**src/rtl/noout_wb_arb.sv**
```systemverilog
// Two-master round-robin arbiter in front of one pipelined Wishbone slave.
// One transaction in flight at a time; a watchdog errors out unanswered cycles.
module noout_wb_arb #(
  parameter int ADDR_WIDTH = 32,
  parameter int TIMEOUT    = 15
) (
  input  logic                  clk_i,
  input  logic                  rst_n_i,

  input  logic                  m0_cyc_i,
  input  logic                  m0_stb_i,
  input  logic                  m0_we_i,
  input  logic [ADDR_WIDTH-1:0] m0_adr_i,
  input  logic [3:0]            m0_sel_i,
  input  logic [31:0]           m0_dat_i,
  output logic                  m0_stall_o,
  output logic                  m0_ack_o,
  output logic                  m0_err_o,
  output logic [31:0]           m0_dat_o,

  input  logic                  m1_cyc_i,
  input  logic                  m1_stb_i,
  input  logic                  m1_we_i,
  input  logic [ADDR_WIDTH-1:0] m1_adr_i,
  input  logic [3:0]            m1_sel_i,
  input  logic [31:0]           m1_dat_i,
  output logic                  m1_stall_o,
  output logic                  m1_ack_o,
  output logic                  m1_err_o,
  output logic [31:0]           m1_dat_o,

  output logic                  s_cyc_o,
  output logic                  s_stb_o,
  output logic                  s_we_o,
  output logic [ADDR_WIDTH-1:0] s_adr_o,
  output logic [3:0]            s_sel_o,
  output logic [31:0]           s_dat_o,
  input  logic                  s_stall_i,
  input  logic                  s_ack_i,
  input  logic                  s_err_i,
  input  logic [31:0]           s_dat_i
);

  localparam int WD_W = (TIMEOUT < 1) ? 1 : $clog2(TIMEOUT + 1);
  localparam logic [WD_W-1:0] WD_MAX = WD_W'(TIMEOUT);

  typedef enum logic [1:0] {
    IDLE  = 2'd0,
    ISSUE = 2'd1,
    WAIT  = 2'd2
  } state_t;

  state_t                state;
  logic                  owner;
  logic                  last;
  logic [WD_W-1:0]       wdog;

  logic [ADDR_WIDTH-1:0] adr_p0;
  logic [31:0]           dat_p0;
  logic [3:0]            sel_p0;
  logic                  we_p0;

  logic req0;
  logic req1;
  logic grant_vld;
  logic grant_sel;
  logic own_cyc;
  logic abort;
  logic resp;
  logic tmo;

  assign req0    = m0_cyc_i & m0_stb_i;
  assign req1    = m1_cyc_i & m1_stb_i;
  assign own_cyc = owner ? m1_cyc_i : m0_cyc_i;

  always_comb begin
    grant_vld = 1'b0;
    grant_sel = 1'b0;
    if (state == IDLE && (req0 || req1)) begin
      grant_vld = 1'b1;
      grant_sel = (req0 && req1) ? ~last : req1;
    end
  end

  // Stall is the only combinational output; forced high while reset is held.
  assign m0_stall_o = ~(rst_n_i & grant_vld & ~grant_sel);
  assign m1_stall_o = ~(rst_n_i & grant_vld &  grant_sel);

  always_comb begin
    abort = 1'b0;
    resp  = 1'b0;
    tmo   = 1'b0;
    if (state == ISSUE || state == WAIT) begin
      abort = ~own_cyc;
      resp  = own_cyc & (s_ack_i | s_err_i);
      tmo   = own_cyc & ~(s_ack_i | s_err_i) & (state == WAIT) & (wdog == WD_MAX);
    end
  end

  assign s_adr_o = adr_p0;
  assign s_dat_o = dat_p0;
  assign s_sel_o = sel_p0;
  assign s_we_o  = we_p0;

  always_ff @(posedge clk_i or negedge rst_n_i) begin
    if (!rst_n_i) begin
      state    <= IDLE;
      owner    <= 1'b0;
      last     <= 1'b1;
      wdog     <= '0;
      adr_p0   <= '0;
      dat_p0   <= '0;
      sel_p0   <= '0;
      we_p0    <= 1'b0;
      s_cyc_o  <= 1'b0;
      s_stb_o  <= 1'b0;
      m0_ack_o <= 1'b0;
      m0_err_o <= 1'b0;
      m0_dat_o <= '0;
      m1_ack_o <= 1'b0;
      m1_err_o <= 1'b0;
      m1_dat_o <= '0;
    end else begin
      m0_ack_o <= 1'b0;
      m0_err_o <= 1'b0;
      m1_ack_o <= 1'b0;
      m1_err_o <= 1'b0;

      case (state)
        // Grant: capture the winner's request into the holding registers
        IDLE: begin
          if (grant_vld) begin
            owner   <= grant_sel;
            last    <= grant_sel;
            adr_p0  <= grant_sel ? m1_adr_i : m0_adr_i;
            dat_p0  <= grant_sel ? m1_dat_i : m0_dat_i;
            sel_p0  <= grant_sel ? m1_sel_i : m0_sel_i;
            we_p0   <= grant_sel ? m1_we_i  : m0_we_i;
            s_cyc_o <= 1'b1;
            s_stb_o <= 1'b1;
            state   <= ISSUE;
          end
        end
        // Issue: strobe held with stable fields until the slave accepts
        ISSUE: begin
          if (own_cyc && !resp && !s_stall_i) begin
            s_stb_o <= 1'b0;
            wdog    <= '0;
            state   <= WAIT;
          end
        end
        // Wait: watchdog runs until response, abort or expiry
        WAIT: begin
          if (own_cyc && !resp && !tmo) begin
            wdog <= wdog + WD_W'(1);
          end
        end
        default: state <= IDLE;
      endcase

      // Error beats ack when the slave raises both.
      if (resp || tmo) begin
        if (owner) begin
          m1_ack_o <= resp & ~s_err_i;
          m1_err_o <= tmo | s_err_i;
          if (resp) m1_dat_o <= s_dat_i;
        end else begin
          m0_ack_o <= resp & ~s_err_i;
          m0_err_o <= tmo | s_err_i;
          if (resp) m0_dat_o <= s_dat_i;
        end
      end

      if (abort || resp || tmo) begin
        s_cyc_o <= 1'b0;
        s_stb_o <= 1'b0;
        state   <= IDLE;
      end
    end
  end

endmodule
```
**config.mk**
```make
export PLATFORM = sky130hd
export DESIGN_NAME = noout_wb_arb
export DESIGN_NICKNAME = d
export VERILOG_FILES = /design/src/rtl/noout_wb_arb.sv
export SDC_FILE = /design/constraint.sdc
export NUM_CORES = 1
export LEC_CHECK = 0
export BUFFER_PORTS_ARGS = -buffer_cell sky130_fd_sc_hd__buf_2
export CORE_AREA = 2 2 125 127
export CTS_CLUSTER_DIAMETER = 200
export DETAILED_ROUTE_END_ITERATION = 7
export DIE_AREA = 0 0 127 129
export PLACE_DENSITY = 0.75
export SYNTH_ARGS = -nofsm -noshare
export SYNTH_HDL_FRONTEND = slang
export SYNTH_SLANG_ARGS = --single-unit
```
**constraint.sdc**
```tcl
create_clock -name clk_i -period 3.9 [get_ports clk_i]
set_input_delay 0.39 -clock clk_i [delete_from_list [all_inputs] [get_ports clk_i]]
set_output_delay 0.39 -clock clk_i [all_outputs]
set_load 0.01 [all_outputs]
```
==> run metrics <==
Leak=approximately 4.6 nW; Final period util=0.671; # Post-CTS Setup Buffers=0; Clk pin slew, worst setup/hold paths=roughly 0.06 ns; CTS Buf Count=17; minimum clock period=2.62 ns; DRT antenna net count=0; Startpoint Class=flip-flop; First DRT Iteration DRCs=approximately 130; CP max-delay cell=nand4_1; asr flop ratio synth=1.00; Crit Path Max Fanout=12; Max clock buf depth=2; Critical path origin=state[1]$_DFFE_PN0P_; final core occ=0.585; cell area after synthesis=between 6000 and 7000 µm²; DRC violations left=0; wire per inst=between 15 and 20 µm; Yosys cell types=41; Critical Setup Path Class=reg -> out; commonest cells after routing, fill and taps aside=buf_2, dfrtp_1, nor2_1, a21oi_1, mux2i_1; total routing usage reported by global routing=0.196; first-pass GRT wire length=25,200 µm; H-tree levels=4; worst hold slack=0.207 ns; status=complete, no violations; Via density=a little under 5; gpl congestion=0.798; Worst-Margin Slew=between 0.7 and 0.8 ns; post-detail-place hpwl=12,200 µm; unrepaired setup endpoints after global routing=false; final slew viol count=0; most common cell after layout, fill and taps aside=buf_2; final hold violation count=0; Area Overhead vs Synth=38.3%; row count=45; R2R Setup Slk=1.70 ns; HP Start=s_err_i; final setup fails=0; CTS tree=yes; Fmax=382 MHz; Resize count post-CTS=0; Post-Route WL=approximately 16,000 µm; Max Cap Violations=0; hold path depth=2; Inserted Diodes=0; Starting Density=0.423; Pwr per Cell Area=slightly below 800 nW/µm²; Syn Inst Count=between 500 and 600; chip width=~130 µm; Setup crit end kind=output port; IO Count=between 300 and 400; clk_skew=about 0.009 ns; crit-path cells=inv_1, ha_1, nand4_1, inv_1, nand3_1, buf_2; Vias=slightly above 5,000; Syn. warnings=0; worst skew pair latency=0.42 ns; Worst EP required=approximately 3.5 ns; grt ovf=0; worst hold path type=in -> reg; R2R Path Start=state[1]$_DFFE_PN0P_; core area=between 10,000 and 15,000 µm²; Slew headroom=0.522; Worst VDD drop=approximately 0.50 mV; post-synthesis sequential area ratio=0.581; Root Buffer Master=clkbuf_16; die area=16,400 µm²; Seq cells post-synth=about 150; CTS sink count=147; # hold bufs at CTS=1; crit path DAT=roughly 2.2 ns; most used cell, CP=inv_1; Syn Nets=just over 700; initial antenna violation count=0; total power=about 0.0068 W; Synth Area per Inst=between 10 and 15 µm²; largest net degree at the start of global routing=80; vias in the first global route=5,151; number of synthesized flops with an enable pin=0; Filler cells=about 1,300; r2r endpoint=s_dat_o[17]$_DFFE_PN0P_; Chip Height=approximately 130 µm; Fin Setup TNS=0 ns; Reg2Reg Depth=6; max incr delay on CP=slightly below 0.6 ns; ys flop type=dfrtp_1; Hold Path End=m0_ack_o$_DFF_PN0_; TritonRoute pass-1 iters=4; Port Buffer Count=~320; Final nets=1,024; share of cells above drive strength 1=0.510
==> through the flow <==
step / instances / worst slack [ns] / cell area, µm²
2_1_floorplan: 525 / 1.87 / 6330
3_3_place_gp: 1008 / 1.71 / 8150
3_5_place_dp: 1008 / 1.67 / 8150
4_1_cts: 1041 / 1.25 / 8760
5_1_grt: 1041 / 1.07 / 8760
6_report: 1041 / 1.28 / 8760
==> synthesized netlist by cell type (2+ instances only) <==
cell / instances / share of area
and2_1: 2 / 0.0020
clkbuf_1: 17 / 0.010
nor2b_1: 3 / 0.0030
mux2i_1: 70 / 0.11
inv_1: 7 / 0.0041
ha_1: 5 / 0.0099
o2bb2ai_1: 2 / 0.0028
buf_2: 15 / 0.012
mux2_2: 64 / 0.11
nand3_1: 4 / 0.0032
nor2_1: 73 / 0.043
a31o_2: 2 / 0.0028
nand2_1: 8 / 0.0047
o31ai_1: 2 / 0.0024
a21oi_1: 73 / 0.058
o211ai_1: 3 / 0.0036
o21ai_0: 5 / 0.0039
and2_2: 2 / 0.0024
dfrtp_1: 146 / 0.58
==> worst max-delay path: cells and delay by family, from the launching register on <==
kind                       cells  cell delay, ns
adders and majority gates      1            0.22
buffers and inverters          3            0.52
DFF                            1            0.39
and+or+nand+nor                2            0.68
==> area by class of cell <==
class	count	area, µm²	area share
Clock buffer	19	453	0.0517
Clock inverter	13	149	0.0170
Inverter	7	26.3	0.00300
Multi-Input combinational cell	339	2500	0.285
Sequential cell	147	3680	0.420
Tap cell	188	235	0.0268
Timing Repair Buffer	328	1720	0.197
==> state kept, by name, summed over array words and instances (netlist names), 2 cells and up <==
name      flops
m1_dat_o     32
wdog          4
s_sel_o       4
m0_dat_o     32
s_adr_o      32
s_dat_o      32
state         2
==> power by group <==
part	total [W]	switching, W	internal (W)	leakage (nW)
registers	0.00262	0.000373	0.00225	1.71
clock network	0.00164	0.000654	0.000985	0.298
logic	0.00259	0.00137	0.00121	2.62
total	0.00685	0.00240	0.00445	4.63
==> cell families after synthesis <==
kind of cell | Yosys count | synth area share
AND/OR/NAND/NOR | 105 | 0.0743
AO/OA/AOI/OAI | 95 | 0.0845
adder cells (fa/ha/maj) | 5 | 0.00988
buffers and inverters | 39 | 0.0261
multiplexers | 134 | 0.224
flip-flops | 147 | 0.581
==> routing by layer <==
layer  wire length (µm)  GRT usage
met3               1430     0.0728
met4                394     0.0873
met1               6320      0.220
met2               8190      0.337
met5                  0          0
==> how the worst max path moves through the flow <==
stage | end
CTS | m1_stall_o
detailed placement | s_dat_o[17]$_DFFE_PN0P_
global placement | m1_stall_o
global route | m1_stall_o
finish | m1_stall_o
floorplan | m0_stall_o
Power figures use the tool's default switching activity.
